**src/rtl/ram_pkg.sv**
```systemverilog
// ram_pkg: shared types and constants for the RAM latency controller
package ram_pkg;
  typedef enum logic [1:0] {FREE = 2'd0, BUSY = 2'd1, ACCESS = 2'd2, ERROR = 2'd3} ramstate_t;
  typedef logic [31:0] word_t;
  localparam int WORD_BYTES = 4;
endpackage

```
**src/rtl/ram_latency_ctrl.sv**
```systemverilog
// ram_latency_ctrl: fixed-latency main-memory emulation in front of a 1-cycle-read SRAM
module ram_latency_ctrl
  import ram_pkg::*;
#(
  parameter int ADDR_W = 32,
  parameter int DATA_W = 32,
  parameter int DEPTH  = 16384,
  parameter int LAT    = 4
) (
  input  logic                     CLK,
  input  logic                     rst,
  input  logic [ADDR_W-1:0]        memaddr,
  input  logic [DATA_W-1:0]        memstore,
  input  logic                     memREN,
  input  logic                     memWEN,
  output logic [DATA_W-1:0]        ramload,
  output ramstate_t                ramstate,
  output logic [$clog2(DEPTH)-1:0] sram_addr,
  output logic [DATA_W-1:0]        sram_wdata,
  output logic                     sram_ren,
  output logic                     sram_wen,
  input  logic [DATA_W-1:0]        sram_rdata
);
  localparam int AW = $clog2(DEPTH);
  localparam int CW = $clog2(LAT) + 1;
  localparam logic [ADDR_W:0] LIMIT = (ADDR_W + 1)'(DEPTH * WORD_BYTES);
  if (LAT < 1) begin : g_lat_chk
    $error("LAT must be at least 1");
  end
  typedef enum logic [1:0] {S_IDLE, S_BUSY, S_ACCESS, S_ERR} st_t;
  st_t state, state_n;
  logic [AW-1:0] a_q, a_n;
  logic [DATA_W-1:0] d_q, d_n, rdata_q;
  logic wr_q, wr_n;
  logic [CW-1:0] cnt, cnt_n;
  logic req, bad, diff, rd_acc;
  assign req = memREN | memWEN;
  assign bad = (memREN & memWEN) | (memaddr[1:0] != 2'b00) | ({1'b0, memaddr} >= LIMIT);
  // only meaningful for a good request, so the word index alone identifies the address
  assign diff = (memaddr[AW+1:2] != a_q) | (memWEN != wr_q) | (memWEN & (memstore != d_q));
  assign rd_acc = (state == S_ACCESS) & !wr_q;
  always_comb begin
    state_n = state;
    a_n = a_q;
    d_n = d_q;
    wr_n = wr_q;
    cnt_n = cnt;
    case (state)
      S_IDLE: if (req) begin
        state_n = bad ? S_ERR : S_BUSY;
        if (!bad) begin
          a_n = memaddr[AW+1:2];
          d_n = memstore;
          wr_n = memWEN;
          cnt_n = CW'(LAT - 1);
        end
      end
      S_BUSY: if (!req) state_n = S_IDLE;
      else if (bad) state_n = S_ERR;
      else if (diff) begin
        a_n = memaddr[AW+1:2];
        d_n = memstore;
        wr_n = memWEN;
        cnt_n = CW'(LAT - 1);
      end
      else if (cnt == '0) state_n = S_ACCESS;
      else cnt_n = cnt - 1'b1;
      S_ACCESS: state_n = S_IDLE;
      default: state_n = req ? S_ERR : S_IDLE;
    endcase
  end
  always_ff @(posedge CLK) begin
    if (rst) begin
      state <= S_IDLE;
      a_q <= '0;
      d_q <= '0;
      wr_q <= 1'b0;
      cnt <= '0;
      rdata_q <= '0;
    end else begin
      state <= state_n;
      a_q <= a_n;
      d_q <= d_n;
      wr_q <= wr_n;
      cnt <= cnt_n;
      rdata_q <= rd_acc ? sram_rdata : rdata_q;
    end
  end
  assign ramstate = state == S_IDLE ? FREE : state == S_BUSY ? BUSY : state == S_ACCESS ? ACCESS : ERROR;
  assign ramload = rd_acc ? sram_rdata : rdata_q;
  assign sram_addr = a_q;
  assign sram_wdata = d_q;
  assign sram_ren = !rst & (state == S_BUSY) & (state_n == S_ACCESS) & !wr_q;
  assign sram_wen = !rst & (state == S_ACCESS) & wr_q;
endmodule

```
**config.mk**
```make
export PLATFORM = sky130hd
export DESIGN_NAME = ram_latency_ctrl
export DESIGN_NICKNAME = d
export VERILOG_FILES = /design/src/rtl/ram_pkg.sv /design/src/rtl/ram_latency_ctrl.sv
export SDC_FILE = /design/constraint.sdc
export NUM_CORES = 1
export LEC_CHECK = 0
export BUFFER_PORTS_ARGS = -buffer_cell sky130_fd_sc_hd__buf_2
export CAP_MARGIN = 20
export CORE_AREA = 2 2 96 98
export DETAILED_ROUTE_END_ITERATION = 12
export DIE_AREA = 0 0 98 100
export GPL_TIMING_DRIVEN = 0
export HOLD_SLACK_MARGIN = 0.06
export MAX_ROUTING_LAYER = met4
export PLACE_DENSITY_LB_ADDON = 0.3
export SLEW_MARGIN = 20
export SYNTH_ARGS = -nofsm -noshare
export SYNTH_HDL_FRONTEND = slang
export SYNTH_SLANG_ARGS = --single-unit
```
**constraint.sdc**
```tcl
create_clock -name CLK -period 3.42 [get_ports CLK]
set_clock_uncertainty 0.2 [all_clocks]
set_input_delay 0.684 -clock CLK [delete_from_list [all_inputs] [get_ports CLK]]
set_output_delay 0.684 -clock CLK [all_outputs]
set_load 0.02 [all_outputs]
```
# Yosys cells after proc, flatten, opt, wreduce, memory -nomap -nowiden
# Index checks and enable logic that the tools add are counted.
# word_totals
word_cells	78
output_inout_bits	82
inputBits	100
reg_bits	84
# classes
n_mux	37
n_reduce_logical	8
addsub	1
n_eq_ne	12
bitwise_logic	13
order_cmp	1
# op_table
cell	n
$mux W32	6
$mux W14	5
$pmux W32 S2	1
$ge A32 B17 Y1 const B	1
$ne A32 B32 Y1	1
$pmux W14 S2	1
$mux W2	9
$mux W3	6
$ne A14 B14 Y1	1
$reduce_and A6 Y1	2
$ne A2 B2 Y1 const B	5
$and A1 B1 Y1	8
$mux W1	6
$pmux W2 S3	1
$pmux W3 S2	1
$or A1 B1 Y1	5
$eq A2 B2 Y1 const B	2
$reduce_bool A2 Y1	2
$logic_not A3 Y1	1
$ne A3 B3 Y1 const B	1
$sub A3 B1 Y3 const B	1
$eq A2 B1 Y1 const B	1
$logic_not A1 Y1	2
$logic_not A2 Y1	1
2 further kinds	2

# Longest topological paths before layout
# Gate-level depths: netlist (run 1).
# depth
depth_word	10
mapped_depth	8
depth_no_buf	6

# Worst setup path before layout (run 1)
# No wires, ideal clock.
# synth_path
kind	in2out
startpoint	input memstore[29]
endpoint	output sram_ren
stages	6
arrival_time_ns	2.436
path_slack_ns	0.100
required_time_ns	2.536
path_cell_list	xor2_1 -> nor4_1 -> nand4_1 -> o21ai_0 -> nand4_1 -> nor4_1
# synth_between
elab_chain_len	10
# synth_lines
element	line_no	rtl
from (decl)	ram_latency_ctrl.sv:13	input logic [DATA_W-1:0] memstore,
$ne A32 B32 Y1	ram_latency_ctrl.sv:40	assign diff = (memaddr[AW+1:2] != a_q) | (memWEN != wr_q) | (memWEN & (memstore != d_q));
$and A1 B1 Y1	ram_latency_ctrl.sv:40	
$or A1 B1 Y1	ram_latency_ctrl.sv:40	
$mux W2	ram_latency_ctrl.sv:60	else if (diff) begin
$mux W2	ram_latency_ctrl.sv:59	else if (bad) state_n = S_ERR;
$mux W2	ram_latency_ctrl.sv:58	S_BUSY: if (!req) state_n = S_IDLE;
$pmux W2 S3	ram_latency_ctrl.sv:48	case (state)
$eq A2 B2 Y1	ram_latency_ctrl.sv:93	assign sram_ren = !rst & (state == S_BUSY) & (state_n == S_ACCESS) & !wr_q;
$and A1 B1 Y1 (2 in series)	ram_latency_ctrl.sv:93	
to (decl)	ram_latency_ctrl.sv:20	output logic sram_ren,
# Every way passes these cells.

# Worst setup path in the final report (run 1)
# layout_path
startpoint	input memstore[25]
endpoint	output sram_ren
# Same word-level chain as after synthesis.

==> summary.txt, run 1 <==
Power and ir drop
  – Sequential share of power: 50.3%
  – Share of power burned in combinational logic: 15.9%
  – Power spent charging and discharging nets: 0.528 mW
  – Switching part of the total power: 26.4%
  – Maximum ir drop on the vdd rail: roughly 180 uV
  – Share of power burned in the clock network: 33.7%
  – Power density cells: 379 nW/um^2
  – Leak Pwr: roughly 2.5 nW
  – Int Power: 1.48 mW

Yosys
  – Fraction of the mapped netlist area in adder cells: 0.623%
  – Dominant cell type by area after synthesis: dfxtp_1
  – Post-synth top area share: 41.9%
  – Mapped Cells: 424
  – Syn_area_per_cell: approximately 9.5 sq um
  – Combinational family with the most area after synthesis: simple AND/OR/NAND/NOR gates
  – Compound-cell area share of the yosys netlist: between 2 and 2.5%
  – Number of synthesized flops with an enable pin: 0
  – Fraction of the mapped netlist area in simple logic gates: roughly a fifth
  – Post-synth net total: 526
  – Number of distinct library cells after synthesis: 34
  – Top post-synthesis cells by area: dfxtp_1, mux2i_1, nand2_1
  – Share of the yosys chip area belonging to registers: 41.9%
  – Post-Synth XOR/XNOR Area: slightly above 10%
  – Yosys Warn Count: 0
  – Netlist area before placement: 4020 sq um
  – Flip-flop cell with the highest count after synthesis: dfxtp_1
  – Share of async-settable or async-resettable flops after synthesis: 0%
  – Fraction of synthesized area in multiplexers: 20.4%
  – Flip-flop and latch count after synthesis: 84

Run
  – Number of maximum-capacitance constraint violations: 0

Routing
  – Number of detailed-routing iterations run before antenna repair: 4
  – Number of vias after detailed routing: 3657
  – DR iter-0 viols: 69
  – Remaining DRCs: 0
  – Drt via density: 4.98
  – Number of nets with antenna violations after detailed routing: 0
  – Detail-routed net length per standard cell: between 10 and 15 um
  – Final Routed Wirelength: roughly 10000 um

Global routing
  – Congestion Overflow GR: 0
  – Wire length of the first global-routing pass: 16400 um
  – Number of global-route vias before repair: between 3000 and 4000
  – Initial antenna violation count: 0
  – All-Layer GR Usage: between 20% and 30%
  – Largest net degree at the start of global routing: 14

STA
  – Final Hold Viols: 0
  – FMAX: 297 MHz
  – Total count of max-transition violations in the final report: 0
  – Final Worst Setup Slack: 56.4 ps
  – Worst hold slack across all endpoints: 283 ps
  – Transition time at the pin with the least slew margin: about 560 ps
  – Post-route clock period utilization: 98.4%
  – Time the worst path needs with I/O delays and setup: roughly 3400 ps
  – Setup violators final: 0
  – Worst-case headroom to the max-slew limit: 62.5%

Clocking
  – Root buffer cell: clkbuf_8
  – Post-cts hold buffer count: 0
  – Clock buffer depth: 2
  – Number of clock sinks: 84
  – Insertion delay of the later-clocked pin in the worst-skew pair: 350 ps
  – H-Tree Level Count: 3
  – TritonCTS clock tree: built
  – TritonCTS buffer count: 9
  – Clock-pin slew reported for the worst setup and hold paths after clock tree synthesis: 90 ps

Worst setup path
  – Crit path DAT: 2480 ps
  – Startpoint Class: input pin
  – Reg2Reg Capture Point: sram_wdata[23]$_SDFFE_PP0P_
  – Setup slack of the worst register-to-register path: 930 ps
  – Register-to-Register Path Depth: 9
  – Critical-path maximum fanout: 4
  – Beginning of the worst register-to-register path: sram_wdata[25]$_SDFFE_PP0P_
  – Worst setup EP type: output pin
  – Sequence of cells on the critical path: buf_2 > xor2_1 > nor4_2 > nand4_1 > o21ai_2 > nand4_1 > nor4_2 > buf_4
  – Critical setup path kind: in -> out
  – Required time at the endpoint of the critical path: approximately 2500 ps
  – Count of buffer and inverter cells on the critical path: 2
  – Crit-path max cell delay: around 340 ps
  – Critical-path cell with the highest stage delay: nor4_2
  – Kind of cell adding the most delay to the critical path: simple AND/OR/NAND/NOR gates

Floorplanning
  – I/O pins: 182
  – Chip width: 98 um
  – Die height: 100 um
  – Initial standard-cell utilization of the core: 45.2%
  – Row cnt: 35
  – Total Die Area: a little under 10000 sq um
  – Core footprint: 8890 sq um

Place
  – Area after DPL: 5060 sq um
  – Post-detailed-placement half-perimeter wirelength: approximately 8000 um
  – Number of input and output port buffers inserted: 181
  – Post-place setup slack: -192 ps
  – Final weighted congestion in routability-driven placement: between 0.8 and 0.9

Worst hold path
  – Hold worst-path end: sram_wdata[8]$_SDFFE_PP0P_
  – Class of the worst hold path: reg -> reg
  – Beginning of the worst hold path: sram_wdata[8]$_SDFFE_PP0P_
  – Number of cells on the worst hold path: 2

Finish
  – Area added between synthesis and finish: 31.9%
  – Layout cells sized above 1: 39.2%
  – Antenna Diode Count: 0
  – Final cell utilization of the core: 59.6%
  – Post-layout instance area: 5300 sq um
  – Fillcell total: roughly 840
  – Final #Nets: roughly 700

Outcome
  – Run status: complete, no violations
==> worst max-delay path by stage <==
stage	start	endpoint	slack (ps)	cells past startpoint
2_1_floorplan	memstore[29]	sram_ren	100	6
3_3_place_gp	memstore[25]	sram_ren	-200	8
3_5_place_dp	memstore[25]	sram_ren	-190	8
4_1_cts	memstore[25]	sram_ren	3	8
5_1_grt	memstore[25]	sram_ren	-9	8
6_report	memstore[25]	sram_ren	60	8
==> final cells by class <==
class	instances	area (sq um)	area share [%]
plain buffers	24	121	2.29
clock buffers	10	128	2.41
clock inverters	5	53.8	1.02
inverters	5	18.8	0.354
multi-input cells	311	2220	42.0
flip-flops and latches	84	1680	31.8
well taps	111	139	2.62
repair buffers	184	931	17.6
==> through the flow <==
step,std cells,TNS [ps],power [mW]
3_5_place_dp,716,-192,1.35
6_report,734,0,2.00
3_3_place_gp,716,-204,1.34
4_1_cts,731,0,2.02
2_1_floorplan,424,0,1.21
5_1_grt,734,-9.03,2.10
==> logic make-up after synthesis <==
| group | Yosys count |
|---|---|
| flip-flops | 84 |
| buffers and inverters | 29 |
| adder cells (fa/ha/maj) | 2 |
| AND/OR/NAND/NOR | 174 |
| multiplexers | 78 |
| XOR/XNOR | 47 |
| AO/OA/AOI/OAI | 10 |
==> worst register-to-register path: cells and delay by family, from the launching register on <==
family	cells	cell delay (ps)
AO/OA/AOI/OAI	2	340
XOR/XNOR	1	200
buffers and inverters	3	600
flip-flops	1	340
multiplexers	1	120
AND/OR/NAND/NOR	2	590
==> cell usage in the layout, fill, tap and decap left out, types with 2 or more instances in the layout <==
cell and n:
a21oi_1 2, nor4_2 4, xnor2_1 15, nand2b_1 3
mux2_2 32, mux2i_1 46, clkbuf_8 9, buf_6 4
nor4_1 9, buf_4 4, clkinv_2 3, nand3_1 2
dfxtp_1 84, xor2_1 32, and2_1 33, nor2_1 4
nand2_1 97, nand4_1 13, or4_4 2, clkbuf_1 20
buf_2 181, ha_1 2, inv_1 5
==> layer usage <==
layer  GRT usage, %  share of wire (%)  vias up
li1               -                  -     1814
met1           25.4                 43     1696
met2           35.2                 49      136
met3           4.81                7.5       11
met4           6.52                1.2        0
met5              -                  0        -
==> registers in the layout, indices dropped and copies added, names as in the netlist <==
signal,flops
cnt,3
sram_addr,14
rdata_q,32
state,2
sram_wdata,32
wr_q,1
==> synth_stat cells, types with 2 or more instances <==
| cell type | instances |
|---|---|
| dfxtp_1 | 84 |
| inv_1 | 5 |
| nand2b_1 | 3 |
| nand3_1 | 2 |
| xnor2_1 | 15 |
| nor4_1 | 13 |
| nor2_1 | 4 |
| and2_1 | 33 |
| nand2_1 | 97 |
| clkbuf_1 | 19 |
| a21oi_1 | 2 |
| nand4_1 | 13 |
| buf_6 | 4 |
| xor2_1 | 32 |
| mux2_2 | 32 |
| mux2i_1 | 46 |
| ha_1 | 2 |
| or4_4 | 2 |
==> power by group through the flow <==
stage | Combinational (mW) | Sequential [mW] | Clock (mW)
CTS | 0.319 | 1.01 | 0.693
finish | 0.319 | 1.01 | 0.676
global placement | 0.311 | 1.03 | 0
floorplan | 0.186 | 1.03 | 0
detailed placement | 0.317 | 1.03 | 0
global route | 0.351 | 1.01 | 0.740
==> repair_timing <==
item | in CTS | in global routing
pin swaps | 0 | 2
resized for setup | 2 | 5
setup buffers | 0 | 3
setup endpoints to repair | 1 | 1
Power figures use the tool's default switching activity.
==> run 2, diff against run 1 <==
Settings changed: PLACE_DENSITY set to 0.78, PLACE_DENSITY_LB_ADDON 0.3 to not set.
==> summary.txt, run 2 (synthesis results as in run 1) <==
Floorplanning
  – Initial standard-cell utilization of the core: a little under half
  – Chip width: 98 um
  – I/O pins: roughly 180
  – Core footprint: between 8000 and 9000 sq um
  – Row cnt: 35
  – Total Die Area: 9800 sq um
  – Die height: 100 um

STA
  – Worst-case headroom to the max-slew limit: ~66%
  – Transition time at the pin with the least slew margin: 515 ps
  – Total count of max-transition violations in the final report: 0
  – FMAX: around 300 MHz
  – Setup violators final: 0
  – Final Hold Viols: 0
  – Time the worst path needs with I/O delays and setup: 3330 ps
  – Post-route clock period utilization: 97.3%
  – Final Worst Setup Slack: just over 90 ps
  – Worst hold slack across all endpoints: 289 ps
  – Final TNS setup: 0 ps

Finish
  – Reg area: approximately 1700 sq um
  – Multi-input gate area: 2220 sq um
  – Antenna Diode Count: 0
  – Fillcell total: 793
  – Final cell utilization of the core: 59.9%
  – Post-route non-filler standard cell count: 733
  – Most frequent standard cell in the layout excluding fill and tap cells: buf_2
  – Final #Nets: 719
  – Layout cells sized above 1: 39.1%
  – Highest-count cells in the layout ignoring fill and taps: buf_2, nand2_1, dfxtp_1
  – Post-layout instance area: 5330 sq um
  – Area added between synthesis and finish: 32.7%

Place
  – Post-detailed-placement half-perimeter wirelength: roughly 8400 um
  – Number of input and output port buffers inserted: 181
  – Area after DPL: 5060 sq um
  – Instance count after placement with tap cells included: 716
  – Final weighted congestion in routability-driven placement: 0.841
  – Post-place setup slack: -164 ps

Worst setup path
  – Startpoint Class: input pin
  – Count of buffer and inverter cells on the critical path: 2
  – Critical-path cell with the highest stage delay: nor4_1
  – Launch point of the worst path: memstore[25]
  – Crit path DAT: 2440 ps
  – Critical setup path kind: in -> out
  – Kind of cell adding the most delay to the critical path: simple AND/OR/NAND/NOR gates
  – Required time at the endpoint of the critical path: 2540 ps
  – Worst setup EP type: output pin
  – Beginning of the worst register-to-register path: sram_addr[3]$_SDFFE_PP0P_
  – Crit-path max cell delay: approximately 350 ps
  – Sequence of cells on the critical path: buf_2 > xor2_1 > nor4_1 > nand4_1 > o21ai_2 > nand4_1 > nor4_2 > buf_2
  – Critical-path maximum fanout: 3

Clocking
  – Insertion delay of the later-clocked pin in the worst-skew pair: ~350 ps
  – Clock-pin slew reported for the worst setup and hold paths after clock tree synthesis: 90 ps
  – Post-cts hold buffer count: 0
  – TritonCTS buffer count: 9
  – Root buffer cell: clkbuf_8
  – Clock buffer depth: 2
  – TritonCTS clock tree: built
  – Number of clock sinks: 84
  – H-Tree Level Count: 3

Outcome
  – Run status: complete, no violations

Routing
  – Detail-routed net length per standard cell: 14.5 um
  – Remaining DRCs: 0
  – Final Routed Wirelength: roughly 11000 um
  – DR iter-0 viols: 71
  – Number of vias after detailed routing: 3673
  – Number of detailed-routing iterations run before antenna repair: 4
  – Drt via density: 5.01
  – Number of nets with antenna violations after detailed routing: 0

Global routing
  – Initial antenna violation count: 0
  – All-Layer GR Usage: between 20% and 30%
  – Largest net degree at the start of global routing: 17
  – Congestion Overflow GR: 0
  – Number of global-route vias before repair: 3620
  – Wire length of the first global-routing pass: 17000 um

Power and ir drop
  – Maximum ir drop on the vdd rail: 179 uV
  – Power density cells: 403 nW/um^2
  – Leak Pwr: 2.50 nW
  – PnR Total Power: 2.15 mW

Worst hold path
  – Class of the worst hold path: reg -> reg
  – Beginning of the worst hold path: sram_wdata[8]$_SDFFE_PP0P_

Run
  – Number of maximum-capacitance constraint violations: 0
[run 2: cell count changes in the layout (fill, tap and decap cells not counted), moves of 2 or more]
cell	change
inv_8	+2
clkinv_2	-3
clkinvlp_4	+2
buf_4	-3
[run 2: layout make-up]
cell class                 count  share of cell area, %
buffer                        24                   2.28
clock buffer                   9                   2.33
clock inverter                 7                   2.00
inverter                       5                  0.352
multi-input combinational    311                   41.7
sequential                    84                   31.6
tap                          111                   2.61
timing repair buffer         182                   17.1
[run 2: final timing paths]
path / end / slack (ps) / cells past startpoint
worst max-delay path: sram_ren / 90 / 8
worst min-delay path: sram_wdata[8]$_SDFFE_PP0P_ / 290 / 2
worst min register to register: sram_wdata[8]$_SDFFE_PP0P_ / 290 / 2
worst max register to register: cnt[1]$_SDFFE_PP0P_ / 930 / 6
[run 2: power by group]
part           switching (mW)  internal (mW)
logic                   0.179          0.143
registers             0.00818           1.00
clock network           0.391          0.424
[run 2: metal layers]
layer | wire (um) | GRT usage, % | up-vias
met3 | 743 | 4.39 | 12
met1 | 4490 | 25.4 | 1711
met5 | 0 | - | -
li1 | - | - | 1807
met4 | 145 | 7.48 | 0
met2 | 5240 | 38.8 | 143
[run 2: what timing repair did]
action                     in CTS  in global routing
buffers inserted                0                  1
cloned                          0                  0
pin swaps                       0                  3
setup endpoints to repair       1                  1
resized for setup               2                  4
[run 2: tightest hold or removal path, delay by kind of cell (launching register included)]
family	cells	cell delay, ps
and+or+nand+nor	1	60
DFF	1	340
muxes	1	50
==> run 3, diff against run 2 <==
Settings changed: CORE_AREA 2 2 96 98 to 2 2 94 96, CTS_BUF_LIST set to sky130_fd_sc_hd__clkbuf_4 sky130_fd_sc_hd__clkbuf_8, DIE_AREA 0 0 98 100 to 0 0 96 98, PLACE_DENSITY 0.78 to 0.81.
==> summary.txt, run 3 (synthesis results as in run 1) <==
Outcome
  – Run status: complete, no violations

STA
  – RSZ-0062 raised after global routing: false
  – Transition time at the pin with the least slew margin: 536 ps
  – Final TNS setup: 0 ps
  – Total count of max-transition violations in the final report: 0
  – Worst-case headroom to the max-slew limit: between 60% and 70%
  – Time the worst path needs with I/O delays and setup: 3340 ps
  – FMAX: 300 MHz
  – Post-route clock period utilization: 97.5%
  – Setup violators final: 0
  – Final Hold Viols: 0

Routing
  – Number of nets with antenna violations after detailed routing: 0
  – Remaining DRCs: 0
  – Drt via density: 5.02
  – Number of vias after detailed routing: 3672
  – Detail-routed net length per standard cell: 14.5 um
  – DR iter-0 viols: 96
  – Final Routed Wirelength: ~11000 um
  – Number of detailed-routing iterations run before antenna repair: 5

Floorplanning
  – Chip width: 96 um
  – Initial standard-cell utilization of the core: 47.4%
  – Core footprint: 8470 sq um
  – Total Die Area: 9410 sq um
  – I/O pins: 182
  – Row cnt: 34
  – Die height: 98 um

Global routing
  – All-Layer GR Usage: 22.5%
  – Wire length of the first global-routing pass: 16100 um
  – Congestion Overflow GR: 0
  – Largest net degree at the start of global routing: 14
  – Initial antenna violation count: 0
  – Number of global-route vias before repair: 3521

Power and ir drop
  – Maximum ir drop on the vdd rail: 218 uV
  – Leak Pwr: 2.51 nW
  – Power density cells: 393 nW/um^2
  – PnR Total Power: 2.09 mW

Clocking
  – Clock buffer depth: 2
  – Insertion delay of the later-clocked pin in the worst-skew pair: 350 ps
  – H-Tree Level Count: 3
  – Clock-pin slew reported for the worst setup and hold paths after clock tree synthesis: roughly 80 ps
  – TritonCTS clock tree: built
  – Number of clock sinks: 84
  – Root buffer cell: clkbuf_8
  – TritonCTS buffer count: 9

Finish
  – Area added between synthesis and finish: 32.4%
  – Most frequent standard cell in the layout excluding fill and tap cells: buf_2
  – Final #Nets: 721
  – Layout cells sized above 1: between 30% and 40%
  – Highest-count cells in the layout ignoring fill and taps: buf_2, nand2_1, dfxtp_1
  – Antenna Diode Count: 0

Place
  – Post-detailed-placement half-perimeter wirelength: 8390 um
  – Final weighted congestion in routability-driven placement: 0.787
  – Number of input and output port buffers inserted: 181

Worst setup path
  – Crit path DAT: approximately 2500 ps
  – Critical setup path kind: in -> out
  – Required time at the endpoint of the critical path: ~2500 ps
  – Critical-path maximum fanout: 6
  – Startpoint Class: input pin
  – Worst setup EP type: output pin

Worst hold path
  – Class of the worst hold path: reg -> reg

Run
  – Number of maximum-capacitance constraint violations: 0
-- run 3: cell count changes in the layout (fill, tap and decap cells not counted), sizes merged --
cell      delta
clkbuf       +1
clkinv       +2
inv          -3
buf          +2
clkinvlp     -1
-- run 3: timing repair --
item                       in CTS  in global routing
setup endpoints to repair       1                  1
pin swaps                       1                  3
hold buffers                    0                  0
gates resized for setup         3                  3
setup buffers                   0                  3
-- run 3: cell type report --
type | instances | area [sq um]
Clock buffer | 10 | 131
Buffer | 24 | 121
Clock inverter | 5 | 77.6
Tap cell | 108 | 135
Timing Repair Buffer | 184 | 928
Fill cell | 708 | 3150
Multi-Input combinational cell | 311 | 2220
Sequential cell | 84 | 1680
Inverter | 5 | 18.8
-- run 3: critical path, stage by stage --
cell and delay [ps]:
buf_2 90, or4_1 630, a211oi_2 440, nand4_1 170
nor4_1 210, buf_2 220
-- run 3: layer usage --
metal	vias to the layer above	global-route usage [%]	part of all wire, %
li1	1816	-	-
met5	-	-	0
met2	151	38.2	50
met1	1695	25.5	42
met3	10	6.33	7.5
met4	0	6.04	0.95
-- run 3: path summary, 6_finish.rpt --
kind / from / endpoint / slack (ps) / depth (start not counted)
max: memaddr[1] / sram_ren / 80 / 6
min: sram_wdata[31]$_SDFFE_PP0P_ / sram_wdata[31]$_SDFFE_PP0P_ / 290 / 2
min reg2reg: sram_wdata[31]$_SDFFE_PP0P_ / sram_wdata[31]$_SDFFE_PP0P_ / 290 / 2
max reg2reg: sram_addr[0]$_SDFFE_PP0P_ / cnt[1]$_SDFFE_PP0P_ / 940 / 6
-- run 3: report_power, final --
group	switching (mW)	internal, mW
combinational	0.179	0.144
sequential	0.00784	1.00
clock	0.347	0.413
total	0.535	1.56
-- run 3: per-stage QoR --
step	hold slack (ps)	cell area [sq um]	setup slack, ps	instances	utilization (%)
CTS	290	5280	0.00555	728	62.3
floorplan	304	4020	100	424	-
detailed placement	277	5060	-240	713	59.7
global placement	264	5060	-202	713	59.7
finish	288	5320	83.9	731	62.8
global route	306	5320	21.9	731	62.8
